`src/rtl/pet_map_pkg.sv`:
```
// Shared PET memory-map constants, control-register bit positions and the
// decode record passed between the base-map decoder and the banked top level.
package pet_map_pkg;

    localparam logic [15:0] LOW_RAM_HI   = 16'h7FFF;
    localparam logic [15:0] SCREEN_LO    = 16'h8000;
    localparam logic [15:0] SCREEN_HI    = 16'h8FFF;
    localparam logic [15:0] IO_LO        = 16'hE800;
    localparam logic [15:0] MAGIC_HI     = 16'hE80F;
    localparam logic [15:0] PIA1_HI      = 16'hE81F;
    localparam logic [15:0] PIA2_HI      = 16'hE83F;
    localparam logic [15:0] VIA_HI       = 16'hE87F;
    localparam logic [15:0] IO_HI        = 16'hE8FF;
    localparam logic [15:0] PEEK_IO_LO   = 16'hE800;
    localparam logic [15:0] PEEK_IO_HI   = 16'hEFFF;
    localparam logic [15:0] BANK_LO_BASE = 16'h8000;
    localparam logic [15:0] BANK_HI_BASE = 16'hC000;

    localparam int CTRL_EXP_EN   = 7;
    localparam int CTRL_PEEK_IO  = 6;
    localparam int CTRL_PEEK_SCR = 5;
    localparam int CTRL_SEL_HI   = 3;
    localparam int CTRL_SEL_LO   = 2;
    localparam int CTRL_WP_HI    = 1;
    localparam int CTRL_WP_LO    = 0;

    localparam int          PHYS_W   = 17;
    localparam logic [16:0] EXP_BASE = 17'h10000;

    typedef struct packed {
        logic              ram_en;
        logic              magic_en;
        logic              pia1_en;
        logic              pia2_en;
        logic              via_en;
        logic              crtc_en;
        logic              io_en;
        logic              mirrored;
        logic              readonly;
        logic [PHYS_W-1:0] ram_addr;
    } decode_t;

    function automatic logic in_range(input logic [15:0] a,
                                      input logic [15:0] lo,
                                      input logic [15:0] hi);
        return (a >= lo) && (a <= hi);
    endfunction

endpackage

```
`src/rtl/base_map_decode.sv`:
```
// Combinational decode of a 16-bit CPU address through the fixed (unbanked)
// PET map; used directly when banking is off or a peek-through window applies.
module base_map_decode
    import pet_map_pkg::*;
(
    input  logic [15:0] cpu_addr_i,
    output decode_t     dec_o
);

    always_comb begin
        dec_o          = '0;
        dec_o.ram_addr = {1'b0, cpu_addr_i};
        if (cpu_addr_i <= LOW_RAM_HI) begin
            dec_o.ram_en = 1'b1;
        end else if (in_range(cpu_addr_i, SCREEN_LO, SCREEN_HI)) begin
            dec_o.ram_en   = 1'b1;
            dec_o.mirrored = 1'b1;
        end else if (in_range(cpu_addr_i, IO_LO, IO_HI)) begin
            // Every I/O window except the magic page also raises the shared io strobe.
            if (cpu_addr_i <= MAGIC_HI) begin
                dec_o.magic_en = 1'b1;
            end else if (cpu_addr_i <= PIA1_HI) begin
                dec_o.pia1_en = 1'b1;
                dec_o.io_en   = 1'b1;
            end else if (cpu_addr_i <= PIA2_HI) begin
                dec_o.pia2_en = 1'b1;
                dec_o.io_en   = 1'b1;
            end else if (cpu_addr_i <= VIA_HI) begin
                dec_o.via_en = 1'b1;
                dec_o.io_en  = 1'b1;
            end else begin
                dec_o.crtc_en = 1'b1;
                dec_o.io_en   = 1'b1;
            end
        end else begin
            dec_o.ram_en   = 1'b1;
            dec_o.readonly = 1'b1;
        end
    end

endmodule

```
`src/rtl/banked_address_decoding.sv`:
```
// PET address decoder with 8096-style 64 KB expansion: owns the control
// register, overlays the banked map on the base map, and registers the result.
module banked_address_decoding
    import pet_map_pkg::*;
#(
    parameter int          EXPANSION      = 1,
    parameter int          RAM_ADDR_WIDTH = 17,
    parameter logic [15:0] CTRL_ADDR      = 16'hFFF0
) (
    input  logic                      clk_i,
    input  logic                      reset_n_i,
    input  logic [16:0]               bus_addr_i,
    input  logic [7:0]                bus_data_i,
    input  logic                      bus_we_i,
    input  logic                      strobe_i,
    output logic                      valid_o,
    output logic [RAM_ADDR_WIDTH-1:0] ram_addr_o,
    output logic                      ram_en_o,
    output logic                      magic_en_o,
    output logic                      pia1_en_o,
    output logic                      pia2_en_o,
    output logic                      via_en_o,
    output logic                      crtc_en_o,
    output logic                      io_en_o,
    output logic                      is_mirrored_o,
    output logic                      is_readonly_o,
    output logic [7:0]                ctrl_o
);

    logic [15:0] w_cpu_addr;
    logic        w_host;
    logic        w_ctrl_wr;
    logic        w_peek;
    logic        w_banked;
    logic        w_hi_half;
    logic [1:0]  w_block;
    decode_t     w_base;
    decode_t     w_next;

    logic [7:0]  r_ctrl;
    decode_t     r_dec_p1;
    logic        r_vld_p1;

    assign w_cpu_addr = bus_addr_i[15:0];
    assign w_host     = bus_addr_i[16];

    base_map_decode u_base_map (
        .cpu_addr_i (w_cpu_addr),
        .dec_o      (w_base)
    );

    assign w_ctrl_wr = (EXPANSION != 0) && strobe_i && bus_we_i && !w_host
                       && (w_cpu_addr == CTRL_ADDR);

    assign w_peek = (r_ctrl[CTRL_PEEK_IO]  && in_range(w_cpu_addr, PEEK_IO_LO, PEEK_IO_HI))
                 || (r_ctrl[CTRL_PEEK_SCR] && in_range(w_cpu_addr, SCREEN_LO, SCREEN_HI));

    assign w_banked  = (EXPANSION != 0) && r_ctrl[CTRL_EXP_EN]
                       && (w_cpu_addr >= BANK_LO_BASE) && !w_peek;
    assign w_hi_half = (w_cpu_addr >= BANK_HI_BASE);

    always_comb begin
        w_block = 2'd0;
        if (w_hi_half) begin
            w_block = r_ctrl[CTRL_SEL_HI] ? 2'd3 : 2'd1;
        end else begin
            w_block = r_ctrl[CTRL_SEL_LO] ? 2'd2 : 2'd0;
        end
    end

    // Priority: control write, then host access, then banked overlay, then base map.
    always_comb begin
        w_next = w_base;
        if (w_ctrl_wr) begin
            w_next = '0;
        end else if (w_host) begin
            w_next          = '0;
            w_next.ram_en   = 1'b1;
            w_next.ram_addr = bus_addr_i;
        end else if (w_banked) begin
            w_next          = '0;
            w_next.ram_en   = 1'b1;
            w_next.readonly = w_hi_half ? r_ctrl[CTRL_WP_HI] : r_ctrl[CTRL_WP_LO];
            w_next.ram_addr = EXP_BASE | {1'b0, w_block, w_cpu_addr[13:0]};
        end
    end

    // Output register stage (p1).
    always_ff @(posedge clk_i) begin
        if (!reset_n_i) begin
            r_ctrl   <= '0;
            r_dec_p1 <= '0;
            r_vld_p1 <= 1'b0;
        end else begin
            r_vld_p1 <= strobe_i;
            if (strobe_i) begin
                r_dec_p1 <= w_next;
            end
            if (w_ctrl_wr) begin
                r_ctrl <= bus_data_i;
            end
        end
    end

    assign valid_o       = r_vld_p1;
    assign ram_addr_o    = RAM_ADDR_WIDTH'(r_dec_p1.ram_addr);
    assign ram_en_o      = r_dec_p1.ram_en;
    assign magic_en_o    = r_dec_p1.magic_en;
    assign pia1_en_o     = r_dec_p1.pia1_en;
    assign pia2_en_o     = r_dec_p1.pia2_en;
    assign via_en_o      = r_dec_p1.via_en;
    assign crtc_en_o     = r_dec_p1.crtc_en;
    assign io_en_o       = r_dec_p1.io_en;
    assign is_mirrored_o = r_dec_p1.mirrored;
    assign is_readonly_o = r_dec_p1.readonly;
    assign ctrl_o        = r_ctrl;

endmodule
```
`config.mk`:
```
export PLATFORM = sky130hd
export DESIGN_NAME = banked_address_decoding
export DESIGN_NICKNAME = d
export VERILOG_FILES = /design/src/rtl/pet_map_pkg.sv /design/src/rtl/base_map_decode.sv /design/src/rtl/banked_address_decoding.sv
export SDC_FILE = /design/constraint.sdc
export NUM_CORES = 1
export LEC_CHECK = 0
export CORE_UTILIZATION = 42
export DETAILED_ROUTE_END_ITERATION = 8
export GPL_ROUTABILITY_DRIVEN = 0
export HOLD_SLACK_MARGIN = 0.15
export PLACE_DENSITY = 0.87
export SLEW_MARGIN = 10
export SYNTH_ARGS = -nofsm -noshare
export SYNTH_HDL_FRONTEND = slang
export SYNTH_HIERARCHICAL = 1
export SYNTH_SLANG_ARGS = --single-unit
```
`constraint.sdc`:
```
create_clock -name clk_i -period 1.75 [get_ports clk_i]
set_clock_uncertainty 0.2 [all_clocks]
set_input_delay 0.35 -clock clk_i [delete_from_list [all_inputs] [get_ports clk_i]]
set_output_delay 0.35 -clock clk_i [all_outputs]
set_load 0.05 [all_outputs]
```
==> metrics, run 1 <==
Root Driver clkbuf_8; initial antenna violation count 0; Synth area leaders dfxtp_1, buf_4, o32ai_2; Die H 71.2 µm; dominant combinational cell family by area after synthesis compound AO/OA/AOI/OAI gates; final setup margin -170 ps; ys flop type dfxtp_1; worst-path fanout max 5; IO Pins 64; biggest area consumer among synthesized cells dfxtp_1; maxcap violations 0; Site Rows 24; Tot GR Track Use 0.272; share of cells above drive strength 1 0.481; Hold Path Depth 2; failing checks DRC, setup timing; Async SR Flop Fraction 0; RSZ-0062 raised after global routing yes; Peak VDD IR 0.000684 V; vias per std cell 6.27; adder-cell share of the synthesized area 0; CP cell instances or4b_4 > a21oi_4 > buf_6 > buf_12 > o32ai_2 > a22o_1; FF-to-FF path depth 6; CTS sink cnt 35; status complete, but fails checks; r2r setup slk -170 ps; Post-Synth Simple-Gate Area 0.172; critical path's slowest cell or4b_4; sequential share of the synthesized area 0.348; Cell Count, Final, Fillers Out 368; Finished Cell Area 0.00354 mm²; Final min period 1920 ps; Initial DRC Count 243; Post-Route WL 7.66 mm; worst r2r src ctrl_o[5]; wire length per cell 20.8 µm; Yosys top cell area share 0.348; largest net degree at the start of global routing 23; mux share of post-synthesis cell area 0.0155; cts hold-fix bufs 0; via count 2,306; Mean Syn Cell Area 9.23 µm²; HP Class register to register; max reg flops 17; critical path startpoint ctrl_o[5]; DRC viols 6; Syn Nets 247; Final Power 2.11 mW; critical path required time 1760 ps; CP Class register to register; DP Area 0.00319 mm²; Fill cells 251; Post-DP HPWL 4.27 mm; core area 0.00447 mm²; Max stage delay on crit path 510 ps; clk slew on worst S/H paths 70 ps; Max Slew Vio Count 0; CTS H-Tree Depth 2; pwr/cell area 597 mW/mm²; post-synthesis compound-gate area fraction 0.339; first-pass GRT wire length 10.4 mm; CTS Buffer Depth 2; Worst Hold Launch ram_addr_o[11]; met2 WL post-DR 3.84 mm; Syn Std Cell Area 0.00201 mm²; worst skew pair latency 310 ps; synth warn 6; number of instances in the placed design 344; worst hold slack 307 ps; final hold vios 0; CP endpoint kind register; final core occ 0.791; Post-DRT Antenna Nets 0; worst path arrival time 1930 ps; DR WL met3 618 µm; post-synth cell types 53; grt total ovfl 0; Gate Count Post-Synth 218; Initial Util 0.450; post-synthesis register bit count 35; startpoint types register; Tcrit/Tclk final 1.10; Setup violations, final 29; die area 0.00507 mm²; die width 71.2 µm; max frequency 0.521 GHz; most common cell in the netlist dfxtp_1; nets 344; LEAKAGE 1.42 nW; vias in the first global route 2,065; most frequent cells after synthesis dfxtp_1, o21ai_0, buf_4, inv_1; met1 WL 2.87 mm; TritonCTS clock tree done; Post-synth EDFFs 0; drt pass-1 iters 7; DR top layer met4; total CTS buffers 5; # diodes 0; Critical R2R Capture ram_addr_o[4]; area added between synthesis and finish 75.9%; area share of xor/xnor cells in the synthesized design 0; pre-CTS WS -780 ps; I/O Buffers 63; Hold Path Sink ram_addr_o[11]; TNS Setup -2160 ps
-- how the worst max path moves through the flow --
| stage | endpoint | slack [ps] | cells past startpoint |
|---|---|---|---|
| finish | ram_addr_o[4] | -170 | 6 |
| CTS | ram_addr_o[4] | -130 | 6 |
| global placement | ram_addr_o[4] | -690 | 5 |
| detailed placement | ram_addr_o[4] | -780 | 5 |
| floorplan | ram_addr_o[0] | -120 | 5 |
| global route | ram_addr_o[4] | -200 | 6 |
-- cells in the final DEF, fill, tap and decap left out, drive strengths merged, types with 2 or more instances in the layout --
master	count
or4b	2
nand2	8
mux2i	2
dlygate4sd2	2
o21ai	22
nand3	10
clkdlybuf4s50	10
a21oi	13
dfxtp	35
nor3	6
nor4	2
nor4b	2
or4	2
o211a	2
o31ai	3
a22oi	2
buf	91
and2	2
nor2	6
nand4	2
nand4b	2
o21a	2
clkbuf	16
or3b	2
nand3b	3
inv	14
a22o	12
o32ai	12
a32o	8
a21boi	3
clkdlybuf4s15	4
a211oi	2
-- per-layer routing --
layer  vias up  track usage
met5         -            0
met4         0       0.0956
met3        37       0.0745
met2       142        0.471
met1      1115        0.325
li1       1012            -
-- where the power goes --
group,switching [mW],internal (mW)
registers,0.0326,0.824
clock network,0.319,0.359
logic,0.296,0.284
total,0.647,1.47
-- critical path, delay by kind of cell (launching register included) --
family          cells  cell delay [ps]
compound gates      3              500
flops               1              360
simple gates        1              510
buf+inv             2              250
-- what timing repair did --
action	in CTS	in global routing
endpoints found under the setup margin	34	34
hold endpoints to repair	0	0
pin swaps	19	12
cloned	3	1
resized for setup	45	40
buffers inserted	5	8
-- final cells by class --
cell class | count | area [µm²] | share of cell area
multi-input cells | 142 | 1240 | 0.352
repair buffers | 116 | 1370 | 0.386
well taps | 52 | 65.1 | 0.0184
flip-flops and latches | 35 | 707 | 0.200
clock buffers | 8 | 100 | 0.0283
inverters | 15 | 56.3 | 0.0159
-- cell families (layout without fill, tap and decap cells) --
family / after synthesis / after routing
compound gates: 83 / 85
buf+inv: 43 / 139
flops: 35 / 35
mux: 3 / 3
other cells: 1 / 1
simple gates: 53 / 53
No activity file was read; power rests on OpenSTA's default activity.
==> run 2, diff against run 1 <==
Settings changed: SLEW_MARGIN 10 to default.
==> results of run 2 <==
Same layout as run 1: the final DEF is identical, and so are final timing and power.
==> run 3, diff against run 2 <==
Settings changed: SKIP_LAST_GASP from default to 1.
==> metrics, run 3 (same netlist as run 1, synthesis figures left out) <==
die area 0.00507 mm²; CTS Buffer Depth 2; worst skew pair latency 310 ps; Root Driver clkbuf_8; maxcap violations 0; via count 2,298; CTS sink cnt 35; wire length per cell 20.8 µm; met2 WL post-DR 3.84 mm; failing checks DRC, setup timing; Setup violations, final 27; pwr/cell area 596 mW/mm²; nets 344; critical path required time 1760 ps; Post-DRT Antenna Nets 0; Final Power 2.11 mW; r2r setup slk -170 ps; startpoint types register; final hold vios 0; Site Rows 24; CP endpoint kind register; RSZ-0062 raised after global routing yes; core area 0.00447 mm²; # diodes 0; DP Area 0.00319 mm²; Die H 71.2 µm; LEAKAGE 1.42 nW; Final min period 1920 ps; clk slew on worst S/H paths 70 ps; Peak VDD IR 0.000679 V; Max Slew Vio Count 0; total CTS buffers 5; kind of cell adding the most delay to the critical path simple AND/OR/NAND/NOR gates; CP bufs+invs 2; HP Class register to register; vias per std cell 6.24; number of instances in the placed design 344; cts hold-fix bufs 0; share of cells above drive strength 1 0.478; largest net degree at the start of global routing 23; die width 71.2 µm; status complete, but fails checks; area added between synthesis and finish 75.7%; commonest non-fill, non-tap cell in the layout buf_4; Tot GR Track Use 0.272; drt pass-1 iters 8; DRC viols 6; first-pass GRT wire length 10.4 mm; worst path arrival time 1930 ps; worst-path fanout max 5; most frequent cells in the layout buf_4, buf_12, dfxtp_1; CTS H-Tree Depth 2; Cell Count, Final, Fillers Out 368; grt total ovfl 0; Max stage delay on crit path 510 ps; CP Class register to register; met1 WL 2.84 mm; max reg flops 17; Tcrit/Tclk final 1.10; IO Pins 64; TritonCTS clock tree done; Finished Cell Area 0.00354 mm²; DR WL met3 647 µm; Initial DRC Count 243; vias in the first global route 2,065; final setup margin -168 ps; max frequency 0.521 GHz; critical path's slowest cell or4b_4; initial antenna violation count 0; Post-DP HPWL 4.27 mm; CP cell instances or4b_4 > a21oi_4 > buf_6 > buf_12 > o32ai_2 > a22o_1; I/O Buffers 63; DR top layer met4; Initial Util 0.450; Post-Route WL 7.64 mm
-- run 3: changes by cell type in the layout (fill, tap and decap cells not counted) --
cell / delta
a21oi_2: -1
a21oi_1: +1
-- run 3: per-stage QoR --
step           setup TNS (ps)  setup WS, ps   util  hold slack [ps]
4_1_cts                 -2130          -130  0.768              307
2_1_floorplan           -2080          -116      -              246
6_report                -2170          -168  0.791              305
3_3_place_gp           -21300          -695  0.712              279
5_1_grt                 -3340          -204  0.791              335
3_5_place_dp           -24030          -780  0.712              296
-- run 3: final cells by class --
type	instances	area (µm²)
Sequential cell	35	707
Timing Repair Buffer	116	1370
Tap cell	52	65.1
Inverter	15	56.3
Multi-Input combinational cell	142	1240
Clock buffer	8	100
Fill cell	253	937
-- run 3: worst paths after layout --
| check | from | to | cells after the start |
|---|---|---|---|
| worst max-delay path | ctrl_o[5] | ram_addr_o[4] | 6 |
| worst min-delay path | ram_addr_o[11] | ram_addr_o[11] | 2 |
| worst max register to register | ctrl_o[5] | ram_addr_o[4] | 6 |
| worst min register to register | ram_addr_o[11] | ram_addr_o[11] | 2 |
-- run 3: worst reg2reg max path, cell delays in order, from the launching register on --
cell	delay, ps
dfxtp_4	360
or4b_4	510
a21oi_4	220
buf_6	140
buf_12	110
o32ai_2	90
a22o_1	190
-- run 3: repair_timing --
item | CTS | global route
endpoints found under the setup margin | 34 | 34
gates cloned | 3 | 1
buffers inserted | 5 | 8
pin swaps | 19 | 12
resized for setup | 45 | 39
-- run 3: power by group --
group / internal (mW) / switching, mW
combinational: 0.284 / 0.295
clock: 0.359 / 0.314
sequential: 0.824 / 0.0327
total: 1.47 / 0.642
-- run 3: routing by layer --
layer | global-route usage | vias up
met2 | 0.471 | 138
li1 | - | 1010
met1 | 0.325 | 1114
met4 | 0.0956 | 0
met3 | 0.0745 | 36
met5 | 0 | -
